===== src/rtl/alu_lab_pkg.sv =====
// Shared definitions for the lab ALU: FSM state codes, opcode encoding and
// the nibble-increment helper used by operand entry.
package alu_lab_pkg;

   localparam int OP_W = 3;

   typedef enum logic [2:0] {
      ST_ENT_A  = 3'd0,
      ST_ENT_B  = 3'd1,
      ST_OP_SEL = 3'd2,
      ST_EXEC   = 3'd3,
      ST_WAIT   = 3'd4,
      ST_SHOW   = 3'd5,
      ST_ERR    = 3'd6
   } state_e;

   typedef enum logic [OP_W-1:0] {
      OP_AND = 3'd0,
      OP_OR  = 3'd1,
      OP_ADD = 3'd2,
      OP_SUB = 3'd3,
      OP_SLT = 3'd4,
      OP_XOR = 3'd5,
      OP_NOR = 3'd6,
      OP_SRL = 3'd7
   } alu_op_e;

   // Adds one to a single nibble; a wrap from F to 0 never carries outward.
   function automatic logic [31:0] nib_inc(input logic [31:0] v, input logic [2:0] idx);
      logic [31:0] r;
      logic [3:0]  n;
      r = v;
      n = v[{idx, 2'b00} +: 4];
      r[{idx, 2'b00} +: 4] = n + 4'd1;
      return r;
   endfunction

endpackage


===== src/rtl/alu_entry_seq_if.sv =====
// Operand/opcode bus and start/done handshake between the entry sequencer
// (master) and the ALU datapath (slave).
interface alu_entry_seq_if
   import alu_lab_pkg::*;
#(
   parameter int OP_W = alu_lab_pkg::OP_W
);
   // Handshake: alu_start is high for exactly one cycle per operation, and A/B/op
   // are stable from then until the result is acknowledged. The ALU answers with
   // a one-cycle alu_done carrying alu_res in that same cycle; done is only
   // honoured while the sequencer is waiting, so early or stray pulses are lost.
   logic [31:0]     A;
   logic [31:0]     B;
   logic [OP_W-1:0] op;
   logic            alu_start;
   logic            alu_done;
   logic [31:0]     alu_res;

   modport master (output A, B, op, alu_start, input alu_done, alu_res);
   modport slave  (input A, B, op, alu_start, output alu_done, alu_res);

endinterface


===== src/rtl/btn_edge.sv =====
// Two-flop synchronizer for an asynchronous button level followed by a
// registered rising-edge detector; one pulse per press however long it is held.
module btn_edge (
   input  logic clk,
   input  logic rst_n,
   input  logic din,
   output logic pulse
);

   logic sync1_q, sync1_d;
   logic sync2_q, sync2_d;
   logic prev_q,  prev_d;
   logic pulse_q, pulse_d;

   always_comb begin
      sync1_d = din;
      sync2_d = sync1_q;
      prev_d  = sync2_q;
      pulse_d = sync2_q & ~prev_q;
   end

   always_ff @(posedge clk or negedge rst_n) begin
      if (!rst_n) begin
         sync1_q <= 1'b0;
         sync2_q <= 1'b0;
         prev_q  <= 1'b0;
         pulse_q <= 1'b0;
      end else begin
         sync1_q <= sync1_d;
         sync2_q <= sync2_d;
         prev_q  <= prev_d;
         pulse_q <= pulse_d;
      end
   end

   assign pulse = pulse_q;

endmodule


===== src/rtl/alu_entry_seq.sv =====
// Cursor-driven operand/opcode entry and ALU start/done sequencing for the lab
// ALU, driven by three debounced push buttons.
module alu_entry_seq
   import alu_lab_pkg::*;
#(
   parameter int TIMEOUT_CYC = 1024,
   parameter int OP_W        = alu_lab_pkg::OP_W
) (
   input  logic                   clk,
   input  logic                   rst_n,
   input  logic                   btn_inc,
   input  logic                   btn_next,
   input  logic                   btn_clr,
   alu_entry_seq_if.master        alu,
   output logic [31:0]            result,
   output logic [2:0]             cursor,
   output logic [2:0]             state,
   output logic                   err
);

   localparam int CNT_W = (TIMEOUT_CYC > 1) ? $clog2(TIMEOUT_CYC) : 1;
   localparam logic [CNT_W-1:0] CNT_LAST = CNT_W'(TIMEOUT_CYC - 1);

   logic inc_p, next_p, clr_p;
   logic inc_e, next_e, clr_e;

   state_e          state_q,     state_d;
   logic [31:0]     a_q,         a_d;
   logic [31:0]     b_q,         b_d;
   logic [31:0]     result_q,    result_d;
   logic [OP_W-1:0] op_q,        op_d;
   logic [2:0]      cursor_q,    cursor_d;
   logic            err_q,       err_d;
   logic            alu_start_q, alu_start_d;
   logic [CNT_W-1:0] cnt_q,      cnt_d;

   btn_edge u_inc  (.clk(clk), .rst_n(rst_n), .din(btn_inc),  .pulse(inc_p));
   btn_edge u_next (.clk(clk), .rst_n(rst_n), .din(btn_next), .pulse(next_p));
   btn_edge u_clr  (.clk(clk), .rst_n(rst_n), .din(btn_clr),  .pulse(clr_p));

   // Coincident presses resolve clr > next > inc; the losers are discarded.
   always_comb begin
      clr_e  = clr_p;
      next_e = next_p & ~clr_p;
      inc_e  = inc_p & ~clr_p & ~next_p;
   end

   always_comb begin
      state_d     = state_q;
      a_d         = a_q;
      b_d         = b_q;
      result_d    = result_q;
      op_d        = op_q;
      cursor_d    = cursor_q;
      err_d       = err_q;
      alu_start_d = 1'b0;
      cnt_d       = cnt_q;

      case (state_q)
         ST_ENT_A, ST_ENT_B: begin
            if (clr_e) begin
               if (state_q == ST_ENT_A) a_d = '0;
               else                     b_d = '0;
               cursor_d = 3'd0;
            end else if (next_e) begin
               if (cursor_q == 3'd7) begin
                  cursor_d = 3'd0;
                  state_d  = (state_q == ST_ENT_A) ? ST_ENT_B : ST_OP_SEL;
               end else begin
                  cursor_d = cursor_q + 3'd1;
               end
            end else if (inc_e) begin
               if (state_q == ST_ENT_A) a_d = nib_inc(a_q, cursor_q);
               else                     b_d = nib_inc(b_q, cursor_q);
            end
         end
         ST_OP_SEL: begin
            if (clr_e) begin
               op_d = '0;
            end else if (next_e) begin
               state_d     = ST_EXEC;
               alu_start_d = 1'b1;
            end else if (inc_e) begin
               op_d = op_q + OP_W'(1);
            end
         end
         ST_EXEC: begin
            state_d = ST_WAIT;
            cnt_d   = '0;
         end
         ST_WAIT: begin
            // A done arriving on the final count still counts as success.
            if (alu.alu_done) begin
               result_d = alu.alu_res;
               state_d  = ST_SHOW;
            end else if (cnt_q == CNT_LAST) begin
               state_d = ST_ERR;
               err_d   = 1'b1;
            end else begin
               cnt_d = cnt_q + CNT_W'(1);
            end
         end
         ST_SHOW, ST_ERR: begin
            if (next_e) begin
               state_d  = ST_ENT_A;
               cursor_d = 3'd0;
               err_d    = 1'b0;
            end
         end
         default: state_d = ST_ENT_A;
      endcase
   end

   always_ff @(posedge clk or negedge rst_n) begin
      if (!rst_n) begin
         state_q     <= ST_ENT_A;
         a_q         <= '0;
         b_q         <= '0;
         result_q    <= '0;
         op_q        <= '0;
         cursor_q    <= 3'd0;
         err_q       <= 1'b0;
         alu_start_q <= 1'b0;
         cnt_q       <= '0;
      end else begin
         state_q     <= state_d;
         a_q         <= a_d;
         b_q         <= b_d;
         result_q    <= result_d;
         op_q        <= op_d;
         cursor_q    <= cursor_d;
         err_q       <= err_d;
         alu_start_q <= alu_start_d;
         cnt_q       <= cnt_d;
      end
   end

   assign alu.A         = a_q;
   assign alu.B         = b_q;
   assign alu.op        = op_q;
   assign alu.alu_start = alu_start_q;
   assign result        = result_q;
   assign cursor        = cursor_q;
   assign state         = state_q;
   assign err           = err_q;

endmodule


===== src/flat_wrapper.sv =====
// flat-port wrapper written by rule: the top's interface ports become plain ports
module alu_entry_seq_flat import alu_lab_pkg::*;
#(
   parameter int TIMEOUT_CYC = 1024,
   parameter int OP_W        = alu_lab_pkg::OP_W
)
  (clk, rst_n, btn_inc, btn_next, btn_clr, result, cursor, state, err, alu_A, alu_B, alu_op, alu_alu_start, alu_alu_done, alu_alu_res);
  alu_entry_seq_if #(.OP_W(OP_W)) alu_i ();
  input  logic clk;
  input  logic rst_n;
  input  logic btn_inc;
  input  logic btn_next;
  input  logic btn_clr;
  output logic [31:0] result;
  output logic [2:0] cursor;
  output logic [2:0] state;
  output logic err;
  output wire logic [$bits(alu_i.A)-1:0] alu_A;
  output wire logic [$bits(alu_i.B)-1:0] alu_B;
  output wire logic [$bits(alu_i.op)-1:0] alu_op;
  output wire logic [$bits(alu_i.alu_start)-1:0] alu_alu_start;
  input wire logic [$bits(alu_i.alu_done)-1:0] alu_alu_done;
  input wire logic [$bits(alu_i.alu_res)-1:0] alu_alu_res;
  assign alu_A = alu_i.A;
  assign alu_B = alu_i.B;
  assign alu_op = alu_i.op;
  assign alu_alu_start = alu_i.alu_start;
  assign alu_i.alu_done = alu_alu_done;
  assign alu_i.alu_res = alu_alu_res;
  alu_entry_seq #(.TIMEOUT_CYC(TIMEOUT_CYC), .OP_W(OP_W)) u_core (.clk(clk), .rst_n(rst_n), .btn_inc(btn_inc), .btn_next(btn_next), .btn_clr(btn_clr), .alu(alu_i), .result(result), .cursor(cursor), .state(state), .err(err));
endmodule

===== config.mk =====
export PLATFORM = sky130hd
export DESIGN_NAME = alu_entry_seq_flat
export DESIGN_NICKNAME = d
export VERILOG_FILES = /design/src/rtl/alu_lab_pkg.sv /design/src/rtl/alu_entry_seq_if.sv /design/src/rtl/btn_edge.sv /design/src/rtl/alu_entry_seq.sv /design/src/flat_wrapper.sv
export SDC_FILE = /design/constraint.sdc
export NUM_CORES = 1
export LEC_CHECK = 0
export CAP_MARGIN = 20
export CORE_ASPECT_RATIO = 1.75
export CORE_MARGIN = 4
export CORE_UTILIZATION = 40
export DETAILED_ROUTE_END_ITERATION = 8
export PLACE_DENSITY_LB_ADDON = 0.25
export SYNTH_ARGS = -nofsm -noshare
export SYNTH_HDL_FRONTEND = slang
export SYNTH_HIERARCHICAL = 1
export SYNTH_SLANG_ARGS = --single-unit

===== constraint.sdc =====
create_clock -name clk -period 3.27 [get_ports clk]
set_input_delay 0.654 -clock clk [delete_from_list [all_inputs] [get_ports clk]]
set_output_delay 0.654 -clock clk [all_outputs]
set_load 0.02 [all_outputs]

==> impl_metrics.tcl, run 1 <==
set metrics [dict create \
    status "complete, no violations" \
    period_needed_ns 2.82 \
    end_kind "flip-flop" \
    clock_tree.root_cell "clkbuf_16" \
    stdcell_count 892 \
    cts_max_level 4 \
    crit_end "u_core/alu.B[17]" \
    crit_arrival_ns 3.14 \
    crit_fanout 9 \
    final.setup.tns_ns 0 \
    cap_violations 0 \
    clkSinkCount 129 \
    post_cts_resized 0 \
    drc 0 \
    synth.top_cell.area_share_pct 53.1 \
    dpl.hpwl_mm 12.9 \
    p_total_mw 6.85 \
    worst_pin_slew_ns 0.982 \
    post_cts_buffers 0 \
    fin_skew_ns 0.00931 \
    regArea_um2 3230 \
    syn_avg_cell_area_um2 11.1 \
    r2r_cells 9 \
    place_inst 860 \
    rr_startpoint "u_core/cursor[0]" \
    yosysTopAreaCell "dfrtp_1" \
    routedWlPerCell_um 19.5 \
    viasPerCell 5.56 \
    grt_pass1_wl_mm 27.6 \
    syn-cell-area_um2 6080 \
    peakVddDrop_mv 0.438 \
    grt_antenna_before_repair 0 \
    worstHoldPathType "input port to async pin" \
    cts_buffers 17 \
    vias 4960 \
    crit_start "u_core/cursor[0]" \
    p_per_area_nw_per_um2 829 \
    ctsHoldBuffers 0 \
    final_common_cell "clkdlybuf4s50_1" \
    synthCells 548 \
    ys_seq_area_share_pct 53.1 \
    synth_edf_count 0 \
    crit_required_ns 3.59 \
    synth_nets 597 \
    fin_crit_sh_pct 86.1 \
    ios 145 \
    relSlewSlack_pct 34.1 \
    ys_ff_latch 129 \
    drt_iter0_markers 257 \
    rsz0062_at_grt "false" \
    n_antenna_cell 0 \
    multiInputGateArea_um2 2670 \
    startpoint_type "flip-flop" \
    dr.pass1.iters 5 \
    grt.total_usage_pct 20.7 \
    utilization_pct 55.4 \
    grt_pass1_vias 5172 \
    clk_pin_slew_ns 0.06 \
    r2r_end "u_core/alu.B[17]" \
    yosysWarnings 6 \
    die_h_um 171 \
    final_layout_size_suffix_gt1_share_pct 13.0 \
    synth_area_leaders "dfrtp_1, nand2_1, o21ai_0" \
    synth.distinct_cells 56 \
    reg2reg_slack_ns 0.45 \
    core-area_um2 14900 \
    cts_buffer_depth 2 \
    grt_overflow_total 0 \
    wirelength_mm 17.4 \
    port_buffers 144 \
    clock_latency_ns 0.41 \
    place_congestion 0.882 \
    ant_nets 0 \
    final_cell_mix "clkdlybuf4s50_1, dfrtp_1, nand2_1" \
    row_count 59 \
    cts_tree "yes" \
    slew_violations 0 \
    p_leak_nw 3.46 \
    grt_max_degree 87 \
    die_w_um 101 \
    finalHoldViolCount 0 \
    synthToLayoutAreaGrowth_pct 35.8 \
    synthFlopType "dfrtp_1" \
    async_flop_share_pct 100 \
    fmax_mhz 355 \
    setup_viol 0 \
    path_class "flip-flop to flip-flop" \
    finalNetCount 745 \
    dieArea_um2 17300 \
    start_util_pct 40.8 \
    fillers 1308 \
]
==> layer usage <==
metal | wire [um] | track usage (%) | vias up
li1 | - | - | 2263
met1 | 6220 | 22.7 | 2458
met2 | 9460 | 36.7 | 193
met3 | 1060 | 5.22 | 46
met4 | 672 | 9.90 | 0
met5 | 0 | 0 | -
==> how the worst min path moves through the flow <==
stage | endpoint | depth (start not counted) | slack, ns | start
floorplan | u_core/u_clr/prev_d | 0 | 0.33 | u_core/u_clr/sync1_q
global placement | u_core/u_inc/prev_d | 0 | 0.33 | u_core/u_inc/sync1_q
detailed placement | u_core/u_clr/prev_d | 0 | 0.34 | u_core/u_clr/sync1_q
CTS | u_core/result[20] | 1 | 0.26 | rst_n
global route | u_core/result[20] | 1 | 0.28 | rst_n
finish | u_core/result[20] | 1 | 0.24 | rst_n
==> metrics by stage <==
stage,area (um^2),hold slack [ns],worst slack (ns)
floorplan,6080,0.331,0.323
global placement,7710,0.334,0.591
detailed placement,7710,0.337,0.477
CTS,8250,0.261,0.440
global route,8250,0.284,0.239
finish,8250,0.239,0.454
==> power breakdown <==
group	total (mW)	switching, mW	internal [mW]
Combinational	2.90	1.65	1.25
Sequential	2.21	0.291	1.92
Clock	1.73	0.736	0.994
Total	6.85	2.68	4.17
==> Yosys cell counts, types with 4 or more instances <==
cell type    n
mux4_2       9
xnor2_1      7
mux2_2      19
clkbuf_1    15
a21oi_1     16
a21o_1       6
a31oi_1      5
mux2i_1     11
nor3_1      20
a22oi_1      4
ha_1        11
o21ai_0     44
mux2_1      15
nor2b_1      4
dfrtp_1    129
nand2_1     83
buf_2        6
and2_1       8
nand3_1     17
o41ai_1      4
inv_1       12
o21ai_1     20
o2bb2ai_1    8
nor2_1      17
==> sequential cells by signal, summed over array words and instances (netlist names), 3 cells and up <==
name / flops
u_core/alu.A: 32
u_core/alu.B: 32
u_core/alu.op: 3
u_core/cnt_q: 10
u_core/cursor: 3
u_core/result: 32
u_core/state: 3
==> cell type report <==
cell class	count	share of cell area, %
Clock inverter	14	1.27
Multi-Input combinational cell	379	32.3
Sequential cell	129	39.1
Tap cell	183	2.77
Clock buffer	18	5.32
Timing Repair Buffer	154	18.5
Inverter	15	0.682
==> critical path: stages (launching register included) <==
cell and delay (ns):
dfrtp_1 0.59, inv_2 0.13, ha_1 0.22, ha_1 0.40, inv_2 0.10, or4b_1 0.70
buf_4 0.24, nor3_1 0.14, a21oi_1 0.05, o21ai_0 0.15
==> kinds of logic after synthesis <==
| group | after synthesis | synth area share (%) |
|---|---|---|
| adder cells (fa/ha/maj) | 11 | 2.26 |
| AO/OA/AOI/OAI | 122 | 12.3 |
| flip-flops | 129 | 53.1 |
| multiplexers | 59 | 13.2 |
| AND/OR/NAND/NOR | 176 | 14.2 |
| buffers and inverters | 40 | 3.03 |
| XOR/XNOR | 11 | 1.83 |
No activity file was read; power rests on OpenSTA's default activity.
==> run 2: changes to the inputs <==
ABC_AREA = 1   (was default)
PLACE_DENSITY = 0.66   (was default)
PLACE_DENSITY_LB_ADDON = default   (was 0.25)
==> impl_metrics.tcl, run 2 <==
set metrics [dict create \
    cap_violations 0 \
    stdcell_area_um2 8710 \
    yosysTopAreaCell "dfrtp_1" \
    ys_ff_latch 129 \
    syn-cell-area_um2 6490 \
    vias 6199 \
    crit_required_ns 3.58 \
    final_cell_mix "nand2_1, clkdlybuf4s50_1, dfrtp_1" \
    p_per_area_nw_per_um2 891 \
    async_flop_share_pct 100 \
    fmax_mhz 363 \
    path_class "flip-flop to flip-flop" \
    port_buffers 144 \
    startpoint_type "flip-flop" \
    n_antenna_cell 0 \
    place_congestion 0.980 \
    crit_fanout 19 \
    grt_pass1_vias 6310 \
    ys_seq_area_share_pct 49.7 \
    rsz0062_at_grt "false" \
    worst_pin_slew_ns 0.684 \
    post_cts_resized 0 \
    yosysWarnings 6 \
    final_common_cell "nand2_1" \
    synth.distinct_cells 39 \
    crit_arrival_ns 3.07 \
    setup_viol 0 \
    die_h_um 177 \
    cts_buffers 17 \
    final_layout_size_suffix_gt1_share_pct 7.27 \
    post_cts_buffers 0 \
    regArea_um2 3230 \
    die_w_um 104 \
    dieArea_um2 18400 \
    peakVddDrop_mv 0.376 \
    row_count 61 \
    grt_overflow_total 0 \
    core-area_um2 16000 \
    ctsHoldBuffers 0 \
    clock_latency_ns 0.42 \
    cts_max_level 4 \
    synthToLayoutAreaGrowth_pct 34.1 \
    relSlewSlack_pct 54.4 \
    fin_skew_ns 0.00880 \
    fillers 1461 \
    p_leak_nw 4.33 \
    synthCells 832 \
    synth_nets 881 \
    grt_pass1_wl_mm 33.0 \
    viasPerCell 5.25 \
    ant_nets 0 \
    synth.most_common_cell "nand2_1" \
    placed_area_um2 8090 \
    grt.total_usage_pct 23.0 \
    status "complete, no violations" \
    clock_tree.root_cell "clkbuf_16" \
    synth.top_cell.area_share_pct 49.7 \
    cts_tree "yes" \
    drt_iter0_markers 247 \
    finalHoldViolCount 0 \
    multiInputGateArea_um2 2660 \
    start_util_pct 40.7 \
    syn_avg_cell_area_um2 7.80 \
    clk_pin_slew_ns 0.06 \
    end_kind "flip-flop" \
    routedWlPerCell_um 17.5 \
    dpl.hpwl_mm 15.6 \
    grt_antenna_before_repair 0 \
    slew_violations 0 \
    synth_area_leaders "dfrtp_1, nand2_1, inv_1" \
    period_needed_ns 2.76 \
    cts_buffer_depth 2 \
    fin_crit_sh_pct 84.3 \
    grt_max_degree 64 \
    ios 145 \
    finalNetCount 1027 \
    synth_edf_count 0 \
    final.setup.tns_ns 0 \
    dr.pass1.iters 6 \
    clkSinkCount 129 \
    wirelength_mm 20.6 \
    worstHoldPathType "input port to async pin" \
    synthTopCellsByCount "nand2_1, dfrtp_1, inv_1" \
    synthFlopType "dfrtp_1" \
    drc 0 \
]
## run 2: stage by stage
step / hold WS (ns) / setup WS, ns / util (%) / cells / power (mW)
after global placement: 0.332 / 0.742 / 50.7 / 1148 / 5.75
after global routing: 0.178 / 0.444 / 54.6 / 1180 / 8.26
final: 0.164 / 0.512 / 54.6 / 1180 / 7.76
after CTS: 0.165 / 0.627 / 54.6 / 1180 / 7.79
after detailed placement: 0.335 / 0.748 / 50.7 / 1148 / 5.76
after floorplan: 0.331 / 0.742 / - / 832 / 4.42
## run 2: final cells by class
cell class / count / area share (%)
well taps: 189 / 2.72
inverters: 113 / 4.93
repair buffers: 156 / 17.7
clock buffers: 17 / 4.89
multi-input cells: 561 / 30.5
flip-flops and latches: 129 / 37.1
clock inverters: 15 / 2.17
## run 2: power by group
part	switching [mW]	leakage (nW)	internal, mW
clock network	0.811	0.299	1.17
logic	2.35	2.30	1.26
registers	0.256	1.72	1.92
## run 2: path summary, 6_finish.rpt
check,slack (ns),cells after the start,start,endpoint
worst max-delay path,0.51,9,u_core/cursor[1],u_core/alu.A[2]
worst min-delay path,0.16,1,rst_n,u_core/alu.B[12]
worst max register to register,0.51,9,u_core/cursor[1],u_core/alu.A[2]
worst min register to register,0.35,0,u_core/u_inc/sync1_q,u_core/u_inc/prev_d
max in group asynchronous,2.28,2,rst_n,u_core/alu.A[3]
min in group clk,0.35,0,u_core/u_inc/sync1_q,u_core/u_inc/prev_d
## run 2: kinds of logic after synthesis
family | count (synthesis) | share of synthesized area [%]
compound gates | 90 | 8.15
simple gates | 454 | 29.7
fa+ha+maj | 11 | 2.12
buf+inv | 142 | 9.37
xor+xnor | 4 | 0.540
mux | 2 | 0.347
flops | 129 | 49.7
## run 2: critical path, cell delays in order, from the launching register on
cell and delay, ns:
dfrtp_1 0.64, inv_4 0.20, ha_1 0.47, nor2_1 0.18
inv_1 0.10, nor4_1 0.45, nand2_1 0.15, nor2_1 0.11
inv_1 0.09, o21ai_1 0.25
## run 2: per-layer routing
layer | track usage [%] | vias up | share of wire [%]
met5 | 0 | - | 0
met4 | 16.1 | 0 | 7.1
met2 | 40.7 | 270 | 51
met3 | 5.34 | 71 | 6.1
li1 | - | 2958 | -
met1 | 23.9 | 2900 | 36
==> run 3: changes to the inputs <==
PLACE_DENSITY = 0.68   (was 0.66)
clock period = 2.5 ns   (was 3.27 ns; I/O delays follow)
==> impl_metrics.tcl, run 3 (synthesized netlist as in run 2, its figures left out) <==
set metrics [dict create \
    status "complete, no violations" \
    worst_pin_slew_ns 0.518 \
    ios 145 \
    grt.total_usage_pct 23.2 \
    dpl.hpwl_mm 16.1 \
    switching_share_pct 44.8 \
    p_leak_nw 4.38 \
    r2r_cells 12 \
    path_class "flip-flop to output pin" \
    grt_pass1_wl_mm 33.1 \
    clock_tree.root_cell "clkbuf_16" \
    finalHoldViolCount 0 \
    clock_latency_ns 0.42 \
    power_frac_seq_pct 27.9 \
    drt_iter0_markers 356 \
    hold_slack_ns 0.0269 \
    core-area_um2 16000 \
    synthToLayoutAreaGrowth_pct 35.3 \
    finalNetCount 1037 \
    stdcell_count 1190 \
    rsz0062_at_grt "false" \
    intPower_mw 5.60 \
    slew_violations 0 \
    vias 6336 \
    final_cell_mix "nand2_1, clkdlybuf4s50_1, dfrtp_1" \
    grt_overflow_total 0 \
    rr_startpoint "u_core/cursor[0]" \
    wirelength_mm 20.8 \
    worstHoldPathType "input port to async pin" \
    comb_power_share_pct 48.1 \
    r2r_end "u_core/alu.B[6]" \
    final_layout_size_suffix_gt1_share_pct 8.39 \
    die_w_um 104 \
    die_h_um 177 \
    post_cts_resized 0 \
    dr.pass1.iters 6 \
    ant_nets 0 \
    fin_crit_sh_pct 89.5 \
    final_common_cell "nand2_1" \
    cts_buffers 17 \
    peakVddDrop_mv 0.675 \
    place_inst 1158 \
    startpoint_type "flip-flop" \
    drc 0 \
    grt_max_degree 44 \
    clockPowerShare_pct 24.0 \
    dieArea_um2 18400 \
    reg2reg_slack_ns 0.28 \
    cts_max_level 4 \
    clk_pin_slew_ns 0.06 \
    end_kind "output pin" \
    relSlewSlack_pct 65.4 \
    post_cts_buffers 0 \
    place_congestion 0.981 \
    grt_antenna_before_repair 0 \
    clkSinkCount 129 \
    final.setup.tns_ns 0 \
    n_antenna_cell 0 \
    crit_required_ns 2.00 \
    ctsHoldBuffers 0 \
    row_count 61 \
    grt_pass1_vias 6473 \
    fin_skew_ns 0.0115 \
    routedWlPerCell_um 17.5 \
    crit_fanout 41 \
    crit_arrival_ns 1.74 \
    fmax_mhz 447 \
    cap_violations 0 \
    period_needed_ns 2.24 \
    fillers 1515 \
    cts_buffer_depth 2 \
    multiInputGateArea_um2 2660 \
    setup_viol 0 \
    p_per_area_nw_per_um2 1160 \
    viasPerCell 5.32 \
    cts_tree "yes" \
    port_buffers 144 \
    regArea_um2 3230 \
    netSwitchingPower_mw 4.55 \
    start_util_pct 40.7 \
]
-- run 3: cell types whose count changed in the layout (fill, tap and decap cells not counted), moves of 2 or more --
cell and delta:
buf_12 +2, buf_4 +8, bufinv_16 -2, clkinv_4 +2, clkinv_8 +2, clkinvlp_4 -2
-- run 3: layer usage --
metal | vias up | routed length, um | track usage (%)
met5 | - | 0 | 0
met4 | 0 | 1480 | 18.0
met3 | 86 | 1340 | 5.53
met2 | 297 | 10800 | 41.3
met1 | 2971 | 7220 | 22.8
li1 | 2982 | - | -
-- run 3: layout make-up --
| type | instances | share of cell area [%] |
|---|---|---|
| flip-flops and latches | 129 | 36.8 |
| clock inverters | 15 | 1.84 |
| inverters | 113 | 4.90 |
| multi-input cells | 561 | 30.3 |
| clock buffers | 17 | 4.84 |
| repair buffers | 166 | 18.7 |
| well taps | 189 | 2.69 |
-- run 3: power groups by stage --
stage / combinational [mW] / sequential, mW / clock (mW)
2_1_floorplan: 2.48 / 3.30 / 0
3_3_place_gp: 4.79 / 2.87 / 0
3_5_place_dp: 4.82 / 2.87 / 0
4_1_cts: 4.84 / 2.84 / 2.49
5_1_grt: 5.29 / 2.90 / 2.59
6_report: 4.89 / 2.83 / 2.43
-- run 3: through the flow --
stage	setup WS [ns]	util (%)	total power [mW]	instance area [um^2]
global placement	0.337	51.4	7.66	8190
CTS	0.247	55.0	10.2	8780
finish	0.262	55.1	10.2	8780
floorplan	0.0577	-	5.79	6490
detailed placement	0.286	51.4	7.69	8190
global route	0.0189	55.1	10.8	8780
-- run 3: worst max path at each step --
stage / startpoint / endpoint / slack (ns) / cells past startpoint
final: u_core/cursor[0] / cursor[0] / 0.26 / 2
after global routing: u_core/cursor[0] / u_core/alu.B[30] / 0.02 / 12
after CTS: u_core/cursor[0] / cursor[0] / 0.25 / 2
after detailed placement: u_core/cursor[0] / u_core/alu.B[9] / 0.29 / 12
after global placement: u_core/cursor[0] / u_core/alu.B[25] / 0.34 / 12
after floorplan: u_core/cursor[0] / u_core/alu.B[0] / 0.06 / 13
-- run 3: critical path, cell delays in order (launching register included) --
cell	delay (ns)
dfrtp_2	0.42
buf_12	0.22
clkdlybuf4s50_1	0.68
